`src/rtl/chip8_pkg.sv`:
```
// Shared framebuffer geometry and draw-state encoding for the CHIP-8 sprite and display stages.
package chip8_pkg;

   localparam int unsigned ROW_BYTES  = 16;
   localparam int unsigned ROWS       = 64;
   localparam int unsigned VRAM_BYTES = ROW_BYTES * ROWS;

   typedef enum logic [2:0] {
      StIdle,
      StFetch,
      StRdL,
      StWrL,
      StRdR,
      StWrR,
      StDone
   } draw_state_e;

endpackage

```
`src/rtl/sprite_shift.sv`:
```
// Splits one sprite byte across two framebuffer bytes for a given pixel offset.
module sprite_shift (
   input  logic [7:0] sprite,
   input  logic [2:0] offset,
   output logic [7:0] left_mask,
   output logic [7:0] right_mask
);

   logic [15:0] spread;

   // Upper byte lands at col, lower byte holds the bits pushed into col+1.
   always_comb begin
      spread     = {sprite, 8'h00} >> offset;
      left_mask  = spread[15:8];
      right_mask = spread[7:0];
   end

endmodule

```
`src/rtl/sprite_draw.sv`:
```
// CHIP-8 DXYN sprite blitter: XORs N sprite rows into a bit-packed vram with clipping
// and a sticky collision flag.
module sprite_draw #(
   parameter int unsigned ROW_BYTES = chip8_pkg::ROW_BYTES,
   parameter int unsigned ROWS      = chip8_pkg::ROWS
) (
   input  logic        sys_clk,
   input  logic        sys_rst,
   input  logic        start,
   input  logic [7:0]  x,
   input  logic [7:0]  y,
   input  logic [3:0]  n,
   input  logic [11:0] i_addr,
   output logic [11:0] mem_addr,
   input  logic [7:0]  mem_rdata,
   output logic [9:0]  vram_addr,
   input  logic [7:0]  vram_rdata,
   output logic        vram_we,
   output logic [7:0]  vram_wdata,
   output logic        busy,
   output logic        done,
   output logic        collision
);

   import chip8_pkg::*;

   localparam int unsigned COL_W = $clog2(ROW_BYTES);
   localparam int unsigned ROW_W = $clog2(ROWS);
   localparam int unsigned X_W   = COL_W + 3;

   draw_state_e    state_q;
   logic [X_W-1:0]   x0_q;
   logic [ROW_W-1:0] y0_q;
   logic [3:0]       n_q;
   logic [3:0]       r_q;
   logic [11:0]      base_q;
   logic [7:0]       spr_q;
   logic             busy_q;
   logic             done_q;
   logic             coll_q;

   logic [2:0]       offset;
   logic [COL_W-1:0] col;
   logic [ROW_W:0]   row_sum;
   logic [ROW_W:0]   next_row;
   logic [4:0]       r_inc;
   logic             need_right;
   logic             last_row;
   logic [7:0]       left_mask;
   logic [7:0]       right_mask;
   logic             unused_bits;

   assign offset      = x0_q[2:0];
   assign col         = x0_q[X_W-1:3];
   assign row_sum     = (ROW_W+1)'(y0_q) + (ROW_W+1)'(r_q);
   assign r_inc       = {1'b0, r_q} + 5'd1;
   assign next_row    = (ROW_W+1)'(y0_q) + (ROW_W+1)'(r_inc);
   // Right byte only exists when the sprite straddles bytes and is not at the last column.
   assign need_right  = (offset != 3'd0) && (col != COL_W'(ROW_BYTES - 1));
   assign last_row    = (r_inc >= {1'b0, n_q}) || (next_row >= (ROW_W+1)'(ROWS));
   assign unused_bits = ^{x[7:X_W], y[7:ROW_W], row_sum[ROW_W]};

   sprite_shift u_shift (
      .sprite     (spr_q),
      .offset     (offset),
      .left_mask  (left_mask),
      .right_mask (right_mask)
   );

   always_comb begin
      mem_addr   = base_q + 12'(r_q);
      vram_addr  = 10'({row_sum[ROW_W-1:0], col});
      vram_wdata = vram_rdata ^ left_mask;
      if (state_q == StRdR || state_q == StWrR) begin
         vram_addr  = 10'({row_sum[ROW_W-1:0], col + COL_W'(1)});
         vram_wdata = vram_rdata ^ right_mask;
      end
      // Gated by reset so an abort suppresses the write already in flight.
      vram_we = ~sys_rst & ((state_q == StWrL) || (state_q == StWrR));
   end

   assign busy      = busy_q;
   assign done      = done_q;
   assign collision = coll_q;

   always_ff @(posedge sys_clk) begin
      if (sys_rst) begin
         state_q <= StIdle;
         busy_q  <= 1'b0;
         done_q  <= 1'b0;
         coll_q  <= 1'b0;
         r_q     <= '0;
      end else begin
         done_q <= 1'b0;
         unique case (state_q)
            StIdle: begin
               if (start) begin
                  x0_q   <= x[X_W-1:0];
                  y0_q   <= y[ROW_W-1:0];
                  n_q    <= n;
                  base_q <= i_addr;
                  r_q    <= '0;
                  coll_q <= 1'b0;
                  if (n == 4'd0) begin
                     state_q <= StDone;
                     done_q  <= 1'b1;
                  end else begin
                     state_q <= StFetch;
                     busy_q  <= 1'b1;
                  end
               end
            end
            StFetch: state_q <= StRdL;
            StRdL: begin
               spr_q   <= mem_rdata;
               state_q <= StWrL;
            end
            StWrL: begin
               coll_q <= coll_q | (|(vram_rdata & left_mask));
               if (need_right) begin
                  state_q <= StRdR;
               end else begin
                  r_q <= r_inc[3:0];
                  if (last_row) begin
                     state_q <= StDone;
                     done_q  <= 1'b1;
                     busy_q  <= 1'b0;
                  end else begin
                     state_q <= StFetch;
                  end
               end
            end
            StRdR: state_q <= StWrR;
            StWrR: begin
               coll_q <= coll_q | (|(vram_rdata & right_mask));
               r_q    <= r_inc[3:0];
               if (last_row) begin
                  state_q <= StDone;
                  done_q  <= 1'b1;
                  busy_q  <= 1'b0;
               end else begin
                  state_q <= StFetch;
               end
            end
            StDone: state_q <= StIdle;
            default: state_q <= StIdle;
         endcase
      end
   end

endmodule

```
`config.mk`:
```
export PLATFORM = sky130hd
export DESIGN_NAME = sprite_draw
export DESIGN_NICKNAME = d
export VERILOG_FILES = /design/src/rtl/chip8_pkg.sv /design/src/rtl/sprite_shift.sv /design/src/rtl/sprite_draw.sv
export SDC_FILE = /design/constraint.sdc
export NUM_CORES = 1
export LEC_CHECK = 0
export CAP_MARGIN = 0
export CORE_MARGIN = 2
export CORE_UTILIZATION = 54
export CTS_BUF_LIST = sky130_fd_sc_hd__clkbuf_8
export DETAILED_ROUTE_END_ITERATION = 8
export PLACE_DENSITY = 0.95
export SLEW_MARGIN = 25
export SYNTH_ARGS = -nofsm -noshare
export SYNTH_HDL_FRONTEND = slang
export SYNTH_SLANG_ARGS = --single-unit
```
`constraint.sdc`:
```
create_clock -name sys_clk -period 7.2 [get_ports sys_clk]
set_input_delay 1.8 -clock sys_clk [delete_from_list [all_inputs] [get_ports sys_clk]]
set_output_delay 1.8 -clock sys_clk [all_outputs]
set_load 0.05 [all_outputs]
```
### Word-level counts from Yosys, hierarchy flattened

Cells that the tools add are included.

* register bits: 47
* output and inout port bits: 34
* bits of input ports: 51
* word-level logic and storage cells: 72

* reduce and logical (&&, ||, !) cells: 15
* equal/unequal tests: 9
* order comparisons: 2
* muxes and demuxes: 22
* bitwise logic cells: 8
* add/subtract/negate cells: 5
* shift-type cells: 1

Operator list (number)
* 3-bit case mux with 6 select lines: 1
* 8-bit bitwise AND: 2
* 8-bit OR reduction: 2
* 16-bit by 3-bit right shift with 16-bit output: 1
* 8-bit bitwise XOR: 2
* 12-bit by 4-bit adder with 12-bit output: 1
* 3-bit two-way mux: 4
* 4-bit two-way mux: 3
* 4-bit case mux with 3 select lines: 1
* 1-bit two-way mux: 9
* 1-bit case mux with 3 select lines: 3
* 8-bit two-way mux: 1
* 6-bit by 5-bit adder with 7-bit output: 1
* 7-bit greater-or-equal comparator (second input constant): 1
* 6-bit by 4-bit adder with 6-bit output: 1
* 3-bit by 2-bit equality test with 1-bit output (second input constant): 2
* 3-bit equality test (second input constant): 2
* 2-bit != test (second input constant): 3
* 3-bit AND reduction: 2
* 3-bit nonzero test: 2
* 4-bit by 1-bit adder with 5-bit output (second input constant): 1
* 5-bit by 4-bit greater-or-equal comparator with 1-bit output: 1
* 4-bit by 1-bit adder with 4-bit output (second input constant): 1
* 4-bit logical NOT: 1
* other kinds (10): 14

### Logic depth before layout (Yosys ltp)

Gate-level depths: netlist (run 1).

* word-level depth: 7
* gate-level depth with buffers: 10
* depth with buffers taken out: 10

### Modules after synthesis

From an unflattened synthesis (run 1), not the netlist that was laid out.

* cells, all modules: 281
* area, all modules: 3099.2 µm²

By module, submodules not included
* sprite_draw: seq. area each 1311.3 µm², cells each 228, area each 2691.3 µm², times used 1
* sprite_shift: seq. area each 0.0 µm², cells each 53, area each 407.9 µm², times used 1

### Least setup slack after synthesis (run 1)

No wires, ideal clock.

* path kind: input to output
* from: input sys_rst
* to: output vram_we
* arrival time: 2775 ps
* stages on the path: 2
* slack: 2625 ps
* data required time: 5400 ps
* buffers on the path: 1
* path through: clkbuf_1 -> nor2_1

* longest elaborated chain between the ends: 2

RTL lines
* start, declared: RTL line sprite_draw.sv:8 `input logic sys_rst,`
* 1-bit NOT (no source line)
* 1-bit bitwise AND: RTL line sprite_draw.sv:79 `vram_we = ~sys_rst & ((state_q == StWrL) || (state_q == StWrR));`
* end, declared: RTL line sprite_draw.sv:18 `output logic vram_we,`

Every way passes these cells.

### Worst setup path after layout (run 1)

Ends and elaborated chain as after synthesis.

==> results of run 1 <==
## registers in the layout, indices dropped and copies added, names as in the netlist
register,count
base_q,12
spr_q,8
x0_q,7
y0_q,6
n_q,4
r_q,4
state_q,3
busy,1
collision,1
done,1
## per-layer routing
| metal | GRT usage | up-vias | part of all wire |
|---|---|---|---|
| met3 | 0.0498 | 12 | 0.041 |
| met4 | 0.0741 | 0 | 0.021 |
| met2 | 0.408 | 88 | 0.52 |
| met5 | 0 | - | 0 |
| li1 | - | 1255 | - |
| met1 | 0.307 | 1206 | 0.42 |
## critical path: stages
cell and delay [ps]:
sky130_fd_sc_hd__clkdlybuf4s50_1 610, sky130_fd_sc_hd__nor2_1 410, sky130_fd_sc_hd__clkdlybuf4s50_1 880
## cells in the final DEF (no fill, tap or decap), types with 7 or more instances in the layout
cell / netlist / final
sky130_fd_sc_hd__nand2b_1: 7 / 7
sky130_fd_sc_hd__o21ai_0: 21 / 21
sky130_fd_sc_hd__dfxtp_1: 10 / 10
sky130_fd_sc_hd__ha_1: 18 / 18
sky130_fd_sc_hd__mux2i_1: 13 / 13
sky130_fd_sc_hd__nand3_1: 8 / 8
sky130_fd_sc_hd__xor2_1: 8 / 8
sky130_fd_sc_hd__inv_1: 21 / 21
sky130_fd_sc_hd__edfxtp_1: 37 / 37
sky130_fd_sc_hd__nor2_1: 21 / 21
sky130_fd_sc_hd__a21oi_1: 16 / 16
sky130_fd_sc_hd__clkdlybuf4s50_1: 0 / 81
sky130_fd_sc_hd__nand2_1: 19 / 19
sky130_fd_sc_hd__xnor2_1: 19 / 19
## final timing paths
check / from / end / slack, ps / depth (start not counted)
hold reg to reg: r_q[3]$_SDFFE_PP0P_ / r_q[3]$_SDFFE_PP0P_ / 560 / 2
setup reg to reg: r_q[0]$_SDFFE_PP0P_ / state_q[2]$_SDFFE_PP0P_ / 4350 / 8
hold / removal: r_q[3]$_SDFFE_PP0P_ / r_q[3]$_SDFFE_PP0P_ / 560 / 2
setup / recovery: sys_rst / vram_we / 1690 / 3
## cell type report
| cell class | count | area, um^2 | area share |
|---|---|---|---|
| inverters | 22 | 82.6 | 0.0204 |
| multi-input cells | 222 | 1630 | 0.404 |
| repair buffers | 82 | 818 | 0.202 |
| well taps | 72 | 90.1 | 0.0223 |
| flip-flops and latches | 47 | 1310 | 0.324 |
| clock buffers | 5 | 68.8 | 0.0170 |
| clock inverters | 3 | 38.8 | 0.00959 |
## power breakdown
| group | leakage [nW] | internal [mW] | switching, mW |
|---|---|---|---|
| Clock | 0.0556 | 0.102 | 0.0853 |
| Sequential | 0.422 | 0.312 | 0.0219 |
| Combinational | 1.10 | 0.0964 | 0.138 |
| Total | 1.57 | 0.510 | 0.245 |
## cells in the mapped netlist, types with 2 or more instances
cell / number
sky130_fd_sc_hd__a22oi_1: 2
sky130_fd_sc_hd__a2111oi_0: 2
sky130_fd_sc_hd__nor2b_1: 5
sky130_fd_sc_hd__nand3b_1: 2
sky130_fd_sc_hd__mux2_4: 2
sky130_fd_sc_hd__buf_2: 7
sky130_fd_sc_hd__o22ai_1: 5
sky130_fd_sc_hd__inv_1: 21
sky130_fd_sc_hd__edfxtp_1: 37
sky130_fd_sc_hd__fa_1: 3
sky130_fd_sc_hd__nor2_1: 21
sky130_fd_sc_hd__dfxtp_1: 10
sky130_fd_sc_hd__nor3b_1: 3
sky130_fd_sc_hd__a31o_2: 2
sky130_fd_sc_hd__nand2b_1: 7
sky130_fd_sc_hd__a21oi_1: 16
sky130_fd_sc_hd__nand2_1: 19
sky130_fd_sc_hd__a21o_1: 5
sky130_fd_sc_hd__o21ai_0: 21
sky130_fd_sc_hd__mux2_2: 5
sky130_fd_sc_hd__nand4_1: 4
sky130_fd_sc_hd__clkbuf_1: 3
sky130_fd_sc_hd__a221oi_1: 3
sky130_fd_sc_hd__ha_1: 18
sky130_fd_sc_hd__xor2_1: 8
sky130_fd_sc_hd__nand3_1: 8
sky130_fd_sc_hd__and3_1: 4
sky130_fd_sc_hd__nor3_1: 5
sky130_fd_sc_hd__mux2i_1: 13
sky130_fd_sc_hd__xnor2_1: 19
sky130_fd_sc_hd__nor4_1: 2
## cell families (layout without fill, tap and decap cells)
logic type,Yosys count,in the layout
buf+inv,33,112
compound gates,69,69
flops,47,47
simple gates,85,85
xor+xnor,27,27
fa+ha+maj,21,21
mux,20,20
==> results.md, run 1 <==
- The run finished with clean final reports.
- IR analysis of the VDD net gives a maximum drop of 96.7 uV.
- By area, the combinational part of the netlist is dominated by compound AO/OA/AOI/OAI gates.
- Setup repair after global routing left no endpoint under its margin.
- With fillers left out, the area of the finished cells amounts to approximately 4000 um^2.
- The congestion estimate from routability-driven global placement came to 0.883.
- The category of the most critical setup path is in2out.
- The root buffer selected by CTS is sky130_fd_sc_hd__clkbuf_8.
- The H-tree was split into 2 levels.
- The number of global-route vias before repair is between 2k and 3k.
- The number of endpoints failing setup at the final stage is 0.
- Dividing total power by cell area gives a power density of about 190 nW/um^2.
- The type of element capturing the critical path is an output pin.
- The share of final-layout standard cells stronger than drive strength 1 is 0.0656.
- The post-route DRC violation count is 0.
- Across the run, the number of max-cap violations was 0.
- The largest net degree at the start of global routing is 23.
- Across all setup checks in the final design, the least slack found is roughly 1700 ps.
- Total power for the finished layout comes to 0.755 mW.
- For this design the static power due to leakage is approximately 1.6 nW.
- In the final routed layout, each cell accounts on average for roughly 16 um.
- The instance area after placement is around 3900 um^2.
- Fill cells in the final layout number 379.
- The diode insertion count for antenna repair is 0.
- The cell area that synthesis handed to floorplanning was 3070 um^2.
- The final clock skew is 4.53 ps.
- The portion of the post-synthesis area used by sequential elements is 0.427.
- The Yosys step of the flow raised 0 warnings.
- The initial antenna violation count came to 0.
- The critical path data required time is between 5000 and 6000 ps.
- The final layout contains routed wiring with a total length of 7.24 mm.
- During placement, the flow inserted port buffers numbering 81.
- The TritonCTS clock tree is yes.
- The time the worst path needs with I/O delays and setup is around 5500 ps.
- The most common flop cell mapped by yosys is sky130_fd_sc_hd__edfxtp_1.
- The initial standard-cell utilization of the core is 0.558.
- The simple-gate share of the synthesized area is 0.139.
- The mean number of vias per cell is ~5.7.
- For this run, the share of the core covered by cells in the final layout is 0.734.
- The largest fanout on the critical path is 10.
- The total count of hold-check failures in the final report is 0.
- The total core area is roughly 5500 um^2.
- The global-route total usage across every layer is 0.240.
- The via count is 2561.
- The post-synthesis instance total is ~300.
- Counting distinct cell types in the post-synthesis netlist gives 51.
- From bottom edge to top edge, the die measures between 70 and 80 um.
- In the final timing run, aggregate negative setup slack is 0 ps.
- After global routing the overflow that remains totals 0.
- The final clock period utilization by the worst path is 0.765.
- The final worst hold slack is ~560 ps.
- In this run, CTS created clock tree buffers numbering 5.
- Gates resized during post-CTS repair numbered 0.
- The wire length of the first global-routing pass is approximately 12 mm.
- For this run, asynchronously set or reset flops after synthesis account for 0.
- The average cell area after synthesis is between 10 and 15 um^2.
- The count of routing violations after the opening detailed-route iteration is 131.
- The horizontal die dimension is around 80 um.
- The wire-length estimate of the detail-placed layout is 5.64 mm.
- For this design the top-level I/O count stands at 85.
- Clock latency on the worst-skew pair, taken at its later pin, is around 300 ps.
- The fraction of synthesized cell area taken by the top area cell type is 0.361.
- From synthesis to final layout, the design area changed by 31.5%.
- Clock-pin slew was measured on the worst setup and hold paths at ~80 ps.
- At the placement stage, the worst setup path has a slack of about 1700 ps.
- The post-synthesis xor/xnor area fraction is 0.0769.
- After synthesis, the share of cell area in mux cells is 0.0704.
- Buffers added to address setup during post-CTS repair amount to 0.
- The worst hold path belongs to the class reg2reg.
- The fraction of the mapped netlist area in adder cells is 0.0928.
- Once layout is complete, the cells apart from fillers number 453.
- The critical path arrival is roughly 3700 ps.
- After detailed placement, the design holds a cell count of roughly 450.
- The largest area contributor in the netlist is sky130_fd_sc_hd__edfxtp_1.
- Synthesis produced a netlist with a net count of around 370.
- The final layout contains 452 nets.
- CTS saw 47 sinks.
- The count of hold-fix buffers inserted at cts is 0.
- The area fraction in compound gates after synthesis is 0.149.
- The max-slew violation count is 0.
- The first detailed-routing pass took 5 iterations.
- The maximum clock frequency is 0.182 GHz.
- The worst-case clock buffer depth is 2.
- The actual transition at the worst max-transition pin is ~720 ps.
- The row count is 27.
- Headroom to the max-slew limit came out at 0.505.
- The die covers approximately 6300 um^2.
- By area the synthesized netlist is led by sky130_fd_sc_hd__edfxtp_1, sky130_fd_sc_hd__ha_1, sky130_fd_sc_hd__dfxtp_1.
- The number of synthesized flops with an enable pin is 37.
- The synthesized design contains 47 register bits.
- STA classifies the critical path startpoint as an input pin.
- The detail route stage leaves a number of antenna-violating nets equal to 0.
Note: power is estimated with default switching activity, not from simulation.
==> run 2: changes to the inputs <==
Settings changed: CORE_UTILIZATION 54 to 45, PLACE_DENSITY 0.95 to 0.89.
Clock period 7.2 ns to 4.92 ns, I/O delays scaled along.
==> run 2 against run 1 <==
Critical path depth is 3 higher. Via count down 1.1%. Sequential power increased by 46%. Cell count up 2.0%. Register-to-register slack got worse by 2200 ps. Cell area about the same. Utilization decreased by 13 points. Sequential share of layout area about the same. Clock power up 24%. Worst setup slack worse by 1200 ps. Hold slack better by 11 ps.
==> results.md, run 2 (synthesis gave the netlist of run 1 again) <==
- The max-slew violation count is 0.
- Before antenna repair, the detailed router went through 4 iterations.
- The number of nets in the final layout is about 450.
- The kind of start point of the critical path is a flip-flop.
- The worst register-to-register path begins at r_q[0]$_SDFFE_PP0P_.
- The number of buffers created by CTS is 5.
- The row count is 30.
- The share of final-layout standard cells stronger than drive strength 1 is 0.0681.
- The root buffer selected by CTS is sky130_fd_sc_hd__clkbuf_8.
- In the routed layout, each cell is associated on average with a via count of ~5.5.
- The time the worst path needs with I/O delays and setup is approximately 4500 ps.
- The worst register-to-register path ends at state_q[2]$_SDFFE_PP0P_.
- In the global route stage, met2 resource usage came out at 0.343.
- In this run the register-to-register setup slack is approximately 2100 ps.
- The diode insertion count for antenna repair is 0.
- The hold path startpoint is r_q[3]$_SDFFE_PP0P_.
- The count of routing violations after the opening detailed-route iteration is 99.
- The number of sinks handled by clock tree synthesis is 47.
- The final worst hold slack is between 500 and 600 ps.
- The TritonCTS clock tree is yes.
- The number of cells on the worst hold path is 2.
- At the pin with the least slew margin, the transition time is around 830 ps.
- The initial standard-cell utilization of the core is 0.458.
- The maximum clock frequency is between 0.2 and 0.25 GHz.
- Pin placement for this block handled between 80 and 90 I/O pins.
- The run finished with clean final reports.
- The type of the tightest min-delay check is reg2reg.
- After clock tree synthesis, the clock-pin slew on the worst setup and hold paths is about 80 ps.
- The total core area is 6720 um^2.
- The area growth from synthesis to layout is 31.5%.
- The most heavily used metal layer in global routing is met2.
- Summed over all layers, the global routing overflow is 0.
- The critical path data required time is about 3700 ps.
- The library cell used most frequently in the layout, excluding fill and tap cells, is sky130_fd_sc_hd__clkdlybuf4s50_1.
- The floorplan step set the die height to 86.7 um.
- Summed over all failing endpoints, the final setup total negative slack is 0 ps.
- The register with the most flip-flops in the layout has 12 of them.
- The detail route stage leaves a number of antenna-violating nets equal to 0.
- The number of setup buffers added after CTS is 0.
- Setup repair after global routing left no endpoint under its margin.
- The horizontal die dimension is just under 90 um.
- The destination of the worst hold path is r_q[3]$_SDFFE_PP0P_.
- The total count of hold-check failures in the final report is 0.
- The wire length of the first global-routing pass is 11.5 mm.
- The clock latency on the worst-skew pair is 290 ps.
- The quantity of gates resized following cts is 0.
- The detailed-route wire length is around 7 mm.
- Input and output buffers added on the ports amount to between 80 and 90.
- The clock tree synthesis step divided the H-tree into 2 levels.
- In the finished design, the share of the clock period the worst path needs comes to 0.905.
- The largest registers in the layout are base_q x12, spr_q x8, x0_q x7.
- Headroom to the max-slew limit came out at 0.443.
- The category of the most critical setup path is reg2out.
- Fill cells in the final layout number ~550.
- On the final layout, the worst clock skew is 11.2 ps.
- In the global route stage, met3 resource usage came out at 0.0371.
- The global routing met1 resource utilization is 0.243.
- The clock passes through at most 2 buffers.
- The die covers between 7000 and 8000 um^2.
- The via count is 2534.
- The number of global-route vias before repair came to 2521.
- The top cell types in the final layout, fill and taps aside, are sky130_fd_sc_hd__clkdlybuf4s50_1, sky130_fd_sc_hd__edfxtp_1, sky130_fd_sc_hd__inv_1.
- The count of hold-fix buffers inserted at cts is 0.
- The initial antenna violation count is 0.
- The power density normalized to cell area is ~260 nW/um^2.
- Ranked by flip-flop count, first place goes to base_q.
- The worst register-to-register path has a depth of 8.
- For this run, design rule violations remaining after detail routing come to 0.
- The highest ir drop seen on vdd is 160 uV.
- The global placement routability congestion is just under 0.9.
- The leakage power total is around 1.6 nW.
- The tool flagged a number of max-cap violations equal to 0.
- After detailed routing, the average wire length per cell comes to 15.2 um.
- The critical path arrival is around 3200 ps.
- Setup violations remaining at the end of the flow were counted as 0.
- STA classifies the critical path endpoint as an output pin.
- The largest net degree at the start of global routing is 23.
- Of all nets on the critical path, the largest fanout is 20.
- The global-route total usage across every layer is 0.194.
- Once detailed placement completed, the half-perimeter wirelength came to between 5 and 6 mm.
run 2: cell count changes in the layout (fill, tap and decap cells not counted), sizes merged:
cell    delta
bufinv     -1
inv        +1
clkbuf     +1
clkinv     -1
buf        +1
run 2: how the worst max path moves through the flow:
stage          cells past startpoint  slack [ps]             endpoint               from
6_report                           6         470        vram_wdata[7]  x0_q[0]$_DFFE_PP_
4_1_cts                            6         510        vram_wdata[1]  x0_q[0]$_DFFE_PP_
5_1_grt                            6         320        vram_wdata[5]  x0_q[0]$_DFFE_PP_
3_5_place_dp                       3         810              vram_we            sys_rst
2_1_floorplan                      2         980  base_q[0]$_DFFE_PP_            sys_rst
3_3_place_gp                       3         820              vram_we            sys_rst
run 2: per-stage QoR:
| stage | cells | utilization | total power [mW] | cell area [um^2] | setup slack [ps] |
|---|---|---|---|---|---|
| after floorplan | 302 | - | 0.712 | 3070 | 984 |
| after global placement | 454 | 0.588 | 0.829 | 3950 | 815 |
| after detailed placement | 454 | 0.588 | 0.837 | 3950 | 809 |
| after CTS | 462 | 0.602 | 1.07 | 4040 | 509 |
| after global routing | 462 | 0.602 | 1.12 | 4040 | 319 |
| final | 462 | 0.602 | 1.06 | 4040 | 469 |
run 2: per-layer routing:
metal | vias up | wire length (um)
li1 | 1257 | -
met2 | 83 | 3640
met4 | 0 | 103
met5 | - | 0
met3 | 10 | 260
met1 | 1184 | 3040
run 2: cell type report:
class                           instances  area (um^2)  share of cell area
Multi-Input combinational cell        222         1630               0.404
Sequential cell                        47         1310               0.324
Timing Repair Buffer                   83          826               0.204
Tap cell                               80          100              0.0248
Clock buffer                            6         82.6              0.0204
Inverter                               22         82.6              0.0204
Clock inverter                          2         8.76             0.00217
run 2: where the power goes:
group	switching, mW	total, mW	leakage (nW)	internal, mW
sequential	0.0313	0.488	0.422	0.457
combinational	0.199	0.341	1.10	0.142
clock	0.121	0.232	0.0524	0.111
run 2: worst max-delay path, stage by stage, from the launching register on:
cell                              delay (ps)
sky130_fd_sc_hd__edfxtp_1                840
sky130_fd_sc_hd__mux2i_1                 470
sky130_fd_sc_hd__mux2_2                  240
sky130_fd_sc_hd__mux2i_1                  90
sky130_fd_sc_hd__a32oi_1                 250
sky130_fd_sc_hd__xnor2_1                 170
sky130_fd_sc_hd__clkdlybuf4s50_1         860
==> run 3: changes to the inputs <==
Settings changed: CAP_MARGIN 0 to default.
==> results of run 3 <==
Same layout as run 2: the final DEF is identical, and so are final timing and power.
